## config.mk

```make
export PLATFORM = sky130hd
export DESIGN_NAME = rot_share_arb
export DESIGN_NICKNAME = d
export VERILOG_FILES = /design/src/rtl/rot_share_arb.sv
export SDC_FILE = /design/constraint.sdc
export NUM_CORES = 1
export LEC_CHECK = 0
export BUFFER_PORTS_ARGS = -buffer_cell sky130_fd_sc_hd__buf_2
export CAP_MARGIN = 40
export CORE_MARGIN = 2
export CORE_UTILIZATION = 54
export CTS_BUF_LIST = sky130_fd_sc_hd__clkbuf_8
export DETAILED_ROUTE_END_ITERATION = 10
export HOLD_SLACK_MARGIN = 0.08
export PLACE_DENSITY = 0.9
export SLEW_MARGIN = 20
export SYNTH_ARGS = -nofsm -noshare
export SYNTH_HDL_FRONTEND = slang
export SYNTH_SLANG_ARGS = --single-unit
```

## constraint.sdc

```tcl
create_clock -name clk -period 4.48 [get_ports clk]
set_input_delay 0.448 -clock clk [delete_from_list [all_inputs] [get_ports clk]]
set_output_delay 0.448 -clock clk [all_outputs]
set_load 0.03 [all_outputs]
```

## src/rtl/rot_share_arb.sv

```systemverilog
// rot_share_arb: four requesters time-share one 8-bit rotator; define ROT_SHARE_RR_EN for round-robin, otherwise fixed priority
module rot_share_arb (
  input  logic        clk,
  input  logic        reset,
  input  logic [3:0]  req_valid,
  input  logic [31:0] req_a,
  input  logic [11:0] req_amt,
  input  logic [3:0]  req_lr,
  output logic [3:0]  req_ready,
  output logic        rsp_valid,
  output logic [7:0]  rsp_data,
  output logic [1:0]  rsp_id,
  input  logic        rsp_ready
);
  localparam int N_REQ = 4;
  localparam int DW = 8;
  logic [1:0] ptr;
  logic [1:0] cand;
  logic [1:0] gnt_id;
  logic found;
  logic grant;
  logic slot_free;
  logic [DW-1:0] a_sel;
  logic [2:0] amt_sel;
  logic lr_sel;
  logic [2*DW-1:0] shl;
  logic [2*DW-1:0] shr;
  logic [DW-1:0] rot_y;
  logic rsp_valid_q, rsp_valid_d;
  logic [DW-1:0] rsp_data_q, rsp_data_d;
  logic [1:0] rsp_id_q, rsp_id_d;
`ifdef ROT_SHARE_RR_EN
  logic [1:0] ptr_q, ptr_d;
  assign ptr = ptr_q;
`else
  assign ptr = 2'd0;
`endif
  assign slot_free = !rsp_valid_q || rsp_ready;
  // pick the first valid requester searching upward from the pointer
  always_comb begin
    found = 1'b0;
    gnt_id = 2'd0;
    cand = 2'd0;
    for (int i = 0; i < N_REQ; i++) begin
      cand = ptr + i[1:0];
      if (!found && req_valid[cand]) begin
        found = 1'b1;
        gnt_id = cand;
      end
    end
    grant = found && slot_free && !reset;
    req_ready = grant ? 4'b0001 << gnt_id : 4'b0000;
  end
  // shared rotator driven by the granted requester's payload
  always_comb begin
    a_sel = req_a[gnt_id*DW +: DW];
    amt_sel = req_amt[gnt_id*3 +: 3];
    lr_sel = req_lr[gnt_id];
    shl = {a_sel, a_sel} << amt_sel;
    shr = {a_sel, a_sel} >> amt_sel;
    rot_y = lr_sel ? shr[DW-1:0] : shl[2*DW-1:DW];
  end
  // output slot: refill on grant, drain when consumed, otherwise hold
  always_comb begin
    rsp_valid_d = grant || (rsp_valid_q && !rsp_ready);
    rsp_data_d = grant ? rot_y : rsp_data_q;
    rsp_id_d = grant ? gnt_id : rsp_id_q;
  end
  // output slot registers
  always_ff @(posedge clk or posedge reset) begin
    if (reset) begin
      rsp_valid_q <= 1'b0;
      rsp_data_q <= '0;
      rsp_id_q <= 2'd0;
    end else begin
      rsp_valid_q <= rsp_valid_d;
      rsp_data_q <= rsp_data_d;
      rsp_id_q <= rsp_id_d;
    end
  end
`ifdef ROT_SHARE_RR_EN
  // pointer moves just past the last winner
  always_comb ptr_d = grant ? gnt_id + 2'd1 : ptr_q;
  // round-robin pointer register
  always_ff @(posedge clk or posedge reset) begin
    if (reset) ptr_q <= 2'd0;
    else ptr_q <= ptr_d;
  end
`endif
  assign rsp_valid = rsp_valid_q;
  assign rsp_data = rsp_data_q;
  assign rsp_id = rsp_id_q;
endmodule

```

======== Word-level counts from Yosys, hierarchy flattened ========
Index checks and enable logic that the tools add are counted.
storage, ports and cells
  bits in registers ....................... 11
  output and inout bits ................... 15
  word-level logic and storage cells ...... 35
operators by class
  $mul .................................... 1
  muxes and demuxes ....................... 11
  shifts and indexed selects .............. 5
  reductions and logical operators ........ 14
  order comparisons ....................... 1
operator list
  cell                                                        number
  indexed part select 32 x 6 -> 8 bit                         1
  left shift 16 x 3 -> 16 bit                                 1
  right shift 16 x 3 -> 8 bit                                 1
  indexed part select 12 x 5 -> 3 bit                         1
  2-to-1 mux 8 bit                                            1
  logical AND 1 bit                                           6
  logical NOT 1 bit                                           6
  2-to-1 mux 1 bit                                            6
  multiplier 2 x 2 -> 4 bit, second input constant            1
  2-to-1 mux 2 bit                                            2
  2-to-1 mux 4 bit                                            1
  left shift 1 x 2 -> 4 bit, first input constant             1
  less-than comparator 2 x 3 -> 1 bit, second input constant  1
  binary-select mux 1 bit (select 2 bit)                      1
  logical OR 1 bit                                            2

======== Logic depth before layout (Yosys ltp) ========
Gate-level depths: netlist of the first run.
  depth in word-level cells ............... 14
  mapped depth ............................ 11
  gate-level depth less buffers ........... 7

======== Worst setup path after synthesis of the first run ========
No wires, ideal clock.
  path type ............................... input to register
  from .................................... input port req_valid[2]
  to ...................................... register rsp_data_q[6] (netlist: rsp_data[6])
  data required time ...................... 4.384 ns
  stages .................................. 8
  library setup time ...................... 0.096 ns
  slack ................................... 2.201 ns
  arrival ................................. 2.184 ns
  cells stage by stage .................... buf_6 or2_1 buf_2 o221ai_4 mux2i_1 mux2i_1 a211o_1 nor4_2
between the ends
  cells in the longest elaborated chain, start to end .. 9
  elaborated cells on any way between the ends .. 17
ends and longest elaborated chain
  item                                                                               RTL line  RTL
  start, declared                                                                    5         input logic [3:0] req_valid,
  logical AND 1 bit (*)                                                              46        if (!found && req_valid[cand]) begin
  2-to-1 mux 1 bit                                                                   46
  logical NOT 1 bit                                                                  46
  logical AND 1 bit                                                                  46
  2-to-1 mux 2 bit                                                                   46
  multiplier 2 x 2 -> 4 bit                                                          57        amt_sel = req_amt[gnt_id*3 +: 3];
  indexed part select 12 x 5 -> 3 bit                                                57
  left shift 16 x 3 -> 16 bit / right shift 16 x 3 -> 8 bit (equally long branches)  59, 60
  2-to-1 mux 8 bit                                                                   61        rot_y = lr_sel ? shr[DW-1:0] : shl[2*DW-1:DW];
  end signal, assigned                                                               77        rsp_data_q <= rsp_data_d;
  end, declared                                                                      30        logic [DW-1:0] rsp_data_q, rsp_data_d;
Every way passes the cells marked *; elsewhere a longest branch is shown, timed or not. The select of a mux whose other input is x is not followed.
A chain may end at the register's enable or synchronous reset.

======== Worst setup path after layout of the first run ========
  from .................................... input port req_valid[1]
  to ...................................... register rsp_data_q[1] (netlist: rsp_data[1])
between the ends
  cells in the longest elaborated chain, start to end .. 12
  elaborated cells on any way between the ends .. 21
ends and longest elaborated chain
  item                                                                               RTL line
  logical AND 1 bit (*)                                                              46
  2-to-1 mux 1 bit                                                                   46
  logical NOT 1 bit                                                                  46
  logical AND 1 bit                                                                  46
  2-to-1 mux 1 bit                                                                   46
  logical NOT 1 bit                                                                  46
  logical AND 1 bit                                                                  46
  2-to-1 mux 2 bit                                                                   46
  multiplier 2 x 2 -> 4 bit                                                          57
  indexed part select 12 x 5 -> 3 bit                                                57
  left shift 16 x 3 -> 16 bit / right shift 16 x 3 -> 8 bit (equally long branches)  59, 60
  2-to-1 mux 8 bit                                                                   61
Marks and branches as above.

==> results.ini, run 1 <==
[status]
status=complete, no violations

[cts]
cts_hold_buffers=0
cts-resized-gates=0
cts.sinks=11
clk_path_buf_depth=2
clock_insertion_delay_worst_skew_ns=0.24
htree_num_levels=1
cts-root-buf=sky130_fd_sc_hd__clkbuf_8
post-cts-setup-buffer-count=0
tritoncts.num_buffers=3
tritoncts=done
worst_setup_hold_path_clk_slew_ns=0.05

[global_routing]
wire_length_of_the_first_global_routing_pass_um=7850
first_global_vias=1789
overall_global_routing_resource_usage=0.279
grt_max_degree=41
sum_of_overflow_across_all_layers_after_global_routing=0
antenna_found_initial=0

[yosys]
syn_area_um2=1730
fraction_of_synthesis_flops_using_an_asynchronous_set_or_reset_pin=1.00
yosysTopAreaCell=sky130_fd_sc_hd__dfrtp_1
postSynth.topFlopCell=sky130_fd_sc_hd__dfrtp_1
yosys.area_share.xor_xnor=0
synth_top_family_by_area=compound AO/OA/AOI/OAI gates
yosys-mux-area-fraction=0.180
synth_fa_ha_area_frac=0
synth.ff_latch_count=11
syn_nets=269
synth_simple_gate_area_share=0.276
ys_seq_area_frac=0.159
synth_edf_count=0
compound_gate_portion_of_the_synthesized_area=0.304
ys_top_cells_by_area=sky130_fd_sc_hd__dfrtp_1 (16%), sky130_fd_sc_hd__mux2i_1 (12%), sky130_fd_sc_hd__mux2_2 (5.9%)
postSynthAreaPerCell_um2=8.09
synth_largest_type_area_fraction=0.159
yosys.cell_types.count=53
netlist_instances=214
number_of_warnings_reported_in_the_yosys_synthesis_log=0

[drt]
post-route-drc-count=0
drt-vias-per-instance=6.17
via_count=1942
drt-total-wl_um=4820
detail_route.first_pass.iterations=4
avgRoutedWirePerCell_um=15.3
final_antenna_violating_net_count=0
first_iter_violations=121

[sta]
fin_clk_skew_ns=0.000623
timing.final.max_slew_violations=0
final.setup.worst_slack_ns=1.76
slew_margin_rel=0.551
final.setup.tns_ns=0
final-setup-viol-count=0
grt_setup_unrepaired=false
layout_worst_path_cycle_share=0.608
final-hold-violation-count=0
finalWorstPathRequiredPeriod_ns=2.72
finalHoldWorstSlack_ns=0.235
highest_clock_frequency_the_design_can_meet_ghz=0.367
worst_slew_pin_slew_ns=0.674

[final_layout]
layout.cells.most_common=sky130_fd_sc_hd__buf_2
share_of_layout_cells_above_drive_strength_1=0.369
flow.area_growth_from_synthesis_pct=19.2
filler_cells=259
multi_input_combinational_cell_area_um2=1320
finalNonFillerCells=315
final_cell_mix=sky130_fd_sc_hd__buf_2 (69), sky130_fd_sc_hd__mux2i_1 (21), sky130_fd_sc_hd__nand2_1 (18)
regArea_um2=275
final_layout_net_count=327
num_antenna_cells=0

[die]
fp_rows=20
die_w_um=60.6
design.portCount=70
fp.dieH_um=60.6
initial_core_utilization=0.567
design.die.area_um2=3670
core-area_um2=3050

[critical_path]
start_kind=primary input
setup.reg_to_reg.worst_slack_ns=2.22
critical_path.slowest_cell=sky130_fd_sc_hd__a21oi_2
crit-reg2reg-launch=rsp_valid
path_class=in2reg
crit_required_ns=4.62
arrival_ns=2.86
worstReg2RegEnd=rsp_data[2]
critical_path.cell_chain=buf_2, nor2b_4, a221o_1, a21oi_2, mux2i_1, mux2_2, o22ai_1, nor4_1
max_stage_delay_ns=0.52
critical_path.endpoint_type=register
r2r_cells=8
crit_path_max_fanout=22

[job]
timing.max_cap.violations=0

[place]
post-place-ws_ns=1.56
globalplace.congestion=0.977
dp_hpwl_um=3660
place.port_buffers=69
placed_cells_incl_taps=311

[pwr]
vdd_ir_drop_max_mv=0.135
power_density_nw_per_um2=266
leakagePower_nw=0.932
total_power_w=0.000548

[worst_hold_path]
holdCritPathClass=in2async

[logic make-up (layout without fill, tap and decap cells)]
family                 Yosys count  in the layout
buffers and inverters           21             78
AO/OA/AOI/OAI                   63             63
AND/OR/NAND/NOR                 89             89
multiplexers                    30             30
flip-flops                      11             11
[area by class of cell]
class	count	area share
inverter	3	0.00546
multi-input combinational	182	0.637
timing repair buffer	71	0.175
tap	44	0.0267
sequential	11	0.133
clock buffer	3	0.0200
clock inverter	1	0.00243
[per-layer routing]
| layer | track usage | vias to the layer above | part of all wire |
|---|---|---|---|
| met1 | 0.355 | 903 | 0.40 |
| met2 | 0.479 | 91 | 0.51 |
| met5 | 0 | - | 0 |
| met3 | 0.0554 | 14 | 0.070 |
| met4 | 0.0776 | 0 | 0.023 |
| li1 | - | 934 | - |
[synthesized netlist by cell type (all sizes together) (2+ instances only)]
cell type	number
a22oi	10
o221a	8
a221oi	2
o32ai	2
a2bb2oi	2
o2bb2ai	2
nand2b	6
o22ai	4
clkbuf	4
o21a	2
a211o	2
and2	6
o21ai	5
nand2	18
nor3	14
nor4	3
buf	14
o31ai	4
o32a	2
nand3	3
inv	3
mux2	9
and3	4
a211oi	2
a21oi	8
dfrtp	11
nor2	17
mux2i	21
nor3b	2
nor2b	12
[worst max-delay path: cells and delay by family]
family | cells | cell delay, ns
AND/OR/NAND/NOR | 2 | 0.43
AO/OA/AOI/OAI | 3 | 0.97
buffers and inverters | 1 | 0.35
multiplexers | 2 | 0.68
[worst max-delay path by stage]
| stage | startpoint | endpoint | cells past startpoint |
|---|---|---|---|
| global placement | req_valid[1] | rsp_data[6] | 8 |
| detailed placement | req_valid[1] | rsp_data[6] | 8 |
| finish | req_valid[1] | rsp_data[1] | 8 |
| CTS | req_valid[1] | rsp_data[1] | 8 |
| floorplan | req_valid[2] | rsp_data[6] | 8 |
| global route | req_valid[1] | rsp_data[6] | 8 |
[stage by stage]
stage | cell area [um2] | utilization
final | 2060 | 0.676
after global routing | 2060 | 0.676
after CTS | 2060 | 0.676
after detailed placement | 2020 | 0.661
after global placement | 2020 | 0.661
after floorplan | 1730 | -
[where the power goes]
group	switching, W	leakage, nW	internal, W
Sequential	0.0000125	0.126	0.000125
Combinational	0.000189	0.780	0.000122
Clock	0.0000394	0.0255	0.0000613
Total	0.000241	0.932	0.000307
[flip-flops by register name, summed over array words and instances (netlist names)]
| name | flops |
|---|---|
| rsp_data | 8 |
| rsp_id | 2 |
| rsp_valid | 1 |
(Power assumes the default switching activity.)
==> inputs of run 2 (changes only) <==
--- a/config.mk
+++ b/config.mk
@@ -5,14 +5,15 @@
 export SDC_FILE = /design/constraint.sdc
 export NUM_CORES = 1
 export LEC_CHECK = 0
+export ABC_AREA = 1
 export BUFFER_PORTS_ARGS = -buffer_cell sky130_fd_sc_hd__buf_2
 export CAP_MARGIN = 40
 export CORE_MARGIN = 2
-export CORE_UTILIZATION = 54
+export CORE_UTILIZATION = 49
 export CTS_BUF_LIST = sky130_fd_sc_hd__clkbuf_8
 export DETAILED_ROUTE_END_ITERATION = 10
 export HOLD_SLACK_MARGIN = 0.08
-export PLACE_DENSITY = 0.9
+export PLACE_DENSITY = 0.85
 export SLEW_MARGIN = 20
 export SYNTH_ARGS = -nofsm -noshare
 export SYNTH_HDL_FRONTEND = slang
==> constraint.sdc (replaced) <==
create_clock -name clk -period 2.63 [get_ports clk]
set_input_delay 0.263 -clock clk [delete_from_list [all_inputs] [get_ports clk]]
set_output_delay 0.263 -clock clk [all_outputs]
set_load 0.03 [all_outputs]
==> run 2 against run 1 <==
Compared with the run above: clock skew increased by 0.0018 ns; worst hold slack improved by 0.073 ns; die area decreased by 2.4%; register-to-register slack got worse by 1.0 ns; largest cell class unchanged; largest power group unchanged.
==> results.ini, run 2 <==
[critical_path]
crit_path_max_fanout=12  ; -45%
crit-reg2reg-launch=rsp_valid
critical_path.slowest_cell=sky130_fd_sc_hd__dlygate4sd3_1
source_of_the_critical_timing_path=reset
critical_path.cell_chain=dlygate4sd3_1, buf_2, inv_1, buf_4, nand3_1, inv_2, nand2_1, inv_1, buf_2
worstReg2RegEnd=rsp_id[0]
max_stage_delay_ns=0.54  ; +0.02 ns
critical_path.endpoint_type=output port
path_delay_family=buffers and inverters
critical_path_buf_inv_count=7  ; +6
start_kind=primary input
arrival_ns=1.94  ; -0.92 ns
r2r_cells=6  ; -2
setup.reg_to_reg.worst_slack_ns=1.20  ; -1.02 ns
path_class=in2out
crit_required_ns=2.37  ; -2.25 ns

[cts]
tritoncts=done
htree_num_levels=1  ; unchanged
cts_hold_buffers=1  ; +1
cts.sinks=11  ; unchanged
post-cts-setup-buffer-count=0  ; unchanged
tritoncts.num_buffers=3  ; unchanged
clk_path_buf_depth=2  ; unchanged
worst_setup_hold_path_clk_slew_ns=0.05  ; about the same
cts-root-buf=sky130_fd_sc_hd__clkbuf_8
clock_insertion_delay_worst_skew_ns=0.24  ; about the same
cts-resized-gates=0  ; unchanged

[sta]
grt_setup_unrepaired=false
finalWorstPathRequiredPeriod_ns=2.21
worst_slew_pin_slew_ns=0.587  ; -0.0868 ns
final-hold-violation-count=0  ; unchanged
finalHoldWorstSlack_ns=0.309  ; +0.0732 ns
slew_margin_rel=0.607  ; +0.0566
timing.final.max_slew_violations=0  ; unchanged
highest_clock_frequency_the_design_can_meet_ghz=0.453
final.setup.tns_ns=0  ; unchanged
final-setup-viol-count=0  ; unchanged
layout_worst_path_cycle_share=0.839
fin_clk_skew_ns=0.00242  ; +0.00180 ns

[status]
status=complete, no violations

[pwr]
leakagePower_nw=1.21  ; +30%
total_power_w=0.000918  ; +68%
vdd_ir_drop_max_mv=0.318  ; +140%
power_density_nw_per_um2=471  ; +78%

[place]
place_area_um2=1890  ; -6.1%
dp_hpwl_um=3510  ; -4.3%
place.port_buffers=69  ; unchanged
globalplace.congestion=0.907  ; -7.2%

[final_layout]
final_layout_net_count=408  ; +25%
layout.cells.most_common=sky130_fd_sc_hd__nand2_1
num_antenna_cells=0  ; unchanged
share_of_layout_cells_above_drive_strength_1=0.259  ; -0.110
largest_reg_flops=8  ; unchanged
post_layout_utilization_of_the_core=0.649  ; -0.0271
flow.area_growth_from_synthesis_pct=27.3
final_design_area_no_fill_um2=1950  ; -5.6%
final_cell_mix=sky130_fd_sc_hd__nand2_1 (122), sky130_fd_sc_hd__nand3_1 (76), sky130_fd_sc_hd__buf_2 (69)

[yosys]
fraction_of_synthesis_flops_using_an_asynchronous_set_or_reset_pin=1.00  ; unchanged
synth_commonest_cells=sky130_fd_sc_hd__nand2_1 (122), sky130_fd_sc_hd__nand3_1 (76), sky130_fd_sc_hd__inv_1 (22)
ys_seq_area_frac=0.180  ; +0.0208
netlist_instances=285  ; +33%
postSynth.topFlopCell=sky130_fd_sc_hd__dfrtp_1
syn_nets=340  ; +26%
synth_edf_count=0  ; unchanged
postSynthAreaPerCell_um2=5.37  ; -34%
ys_top_cells_by_area=sky130_fd_sc_hd__nand2_1 (30%), sky130_fd_sc_hd__nand3_1 (25%), sky130_fd_sc_hd__dfrtp_1 (18%)
synth.ff_latch_count=11  ; unchanged
synth_largest_type_area_fraction=0.299  ; +0.140
number_of_warnings_reported_in_the_yosys_synthesis_log=0  ; unchanged
synth.most_common_cell=sky130_fd_sc_hd__nand2_1
yosys.cell_types.count=22  ; -58%
syn_area_um2=1530  ; -12%
yosysTopAreaCell=sky130_fd_sc_hd__nand2_1

[global_routing]
grt_util_met3=0.0303  ; -0.0251
overall_global_routing_resource_usage=0.270  ; -0.00901
sum_of_overflow_across_all_layers_after_global_routing=0  ; unchanged
first_global_vias=1961  ; +9.6%
met1_routing_resource_usage_after_global_routing=0.349  ; -0.00612
antenna_found_initial=0  ; unchanged
wire_length_of_the_first_global_routing_pass_um=7780  ; -0.97%
grt_max_degree=24  ; -41%
gr-max-usage-layer=met2
met2_usage=0.475  ; -0.00411

[die]
design.portCount=70  ; unchanged
die_w_um=59.9  ; -1.2%
core-area_um2=3000  ; -1.6%
initial_core_utilization=0.510  ; -0.0572
design.die.area_um2=3590  ; -2.4%
fp.dieH_um=59.9  ; -1.2%
fp_rows=20  ; unchanged

[worst_hold_path]
worstHoldStart=rsp_ready
hold_path_end=rsp_valid
hold-path-cell-count=4
holdCritPathClass=in2reg

[drt]
drt-vias-per-instance=5.47  ; -11%
avgRoutedWirePerCell_um=11.3  ; -26%
detail_route.first_pass.iterations=4  ; unchanged
via_count=2107  ; +8.5%
post-route-drc-count=0  ; unchanged
final_antenna_violating_net_count=0  ; unchanged
drt-total-wl_um=4340  ; -10%
first_iter_violations=140  ; +16%

[job]
timing.max_cap.violations=0  ; unchanged

-- run 2: tightest hold or removal path, cell delays in order --
cell and delay (ns):
sky130_fd_sc_hd__buf_2 0.08, sky130_fd_sc_hd__nor2_1 0.04, sky130_fd_sc_hd__inv_1 0.07, sky130_fd_sc_hd__nand2_1 0.06
-- run 2: final cells by class --
type                    count  area [um2]
multi-input cells         234        1090
fillers                   302        1050
repair buffers             75         393
flip-flops and latches     11         275
inverters                  28         105
clock buffers               3        41.3
well taps                  33        41.3
clock inverters             1        3.75
-- run 2: kinds of logic after synthesis --
logic type	count (synthesis)	share of synthesized area
flops	11	0.180
buf+inv	40	0.109
compound gates	6	0.0245
simple gates	228	0.687
-- run 2: per-layer routing --
layer	share of wire	routed length (um)	up-vias
met4	0.017	73	0
met5	0	0	-
met3	0.055	240	10
met1	0.42	1830	949
met2	0.50	2190	80
li1	-	-	1068
-- run 2: worst max-delay path by stage --
stage                   endpoint  slack (ns)  cells past startpoint
finish              req_ready[3]        0.42                      9
global route        req_ready[3]        0.28                      9
CTS                 req_ready[3]        0.42                      9
detailed placement   rsp_data[6]        0.42                     13
global placement     rsp_data[2]        0.52                     13
floorplan           req_ready[0]        0.88                      6
-- run 2: where the power goes --
part / total [W] / switching (W) / internal (W) / leakage, nW
clock network: 0.000169 / 0.0000660 / 0.000103 / 0.0269
registers: 0.000227 / 0.0000199 / 0.000208 / 0.137
logic: 0.000522 / 0.000346 / 0.000177 / 1.04
-- run 2: stage by stage --
step	instances	setup WS [ns]
after floorplan	285	0.877
after global placement	380	0.515
after detailed placement	380	0.421
after CTS	385	0.418
after global routing	385	0.276
final	385	0.424
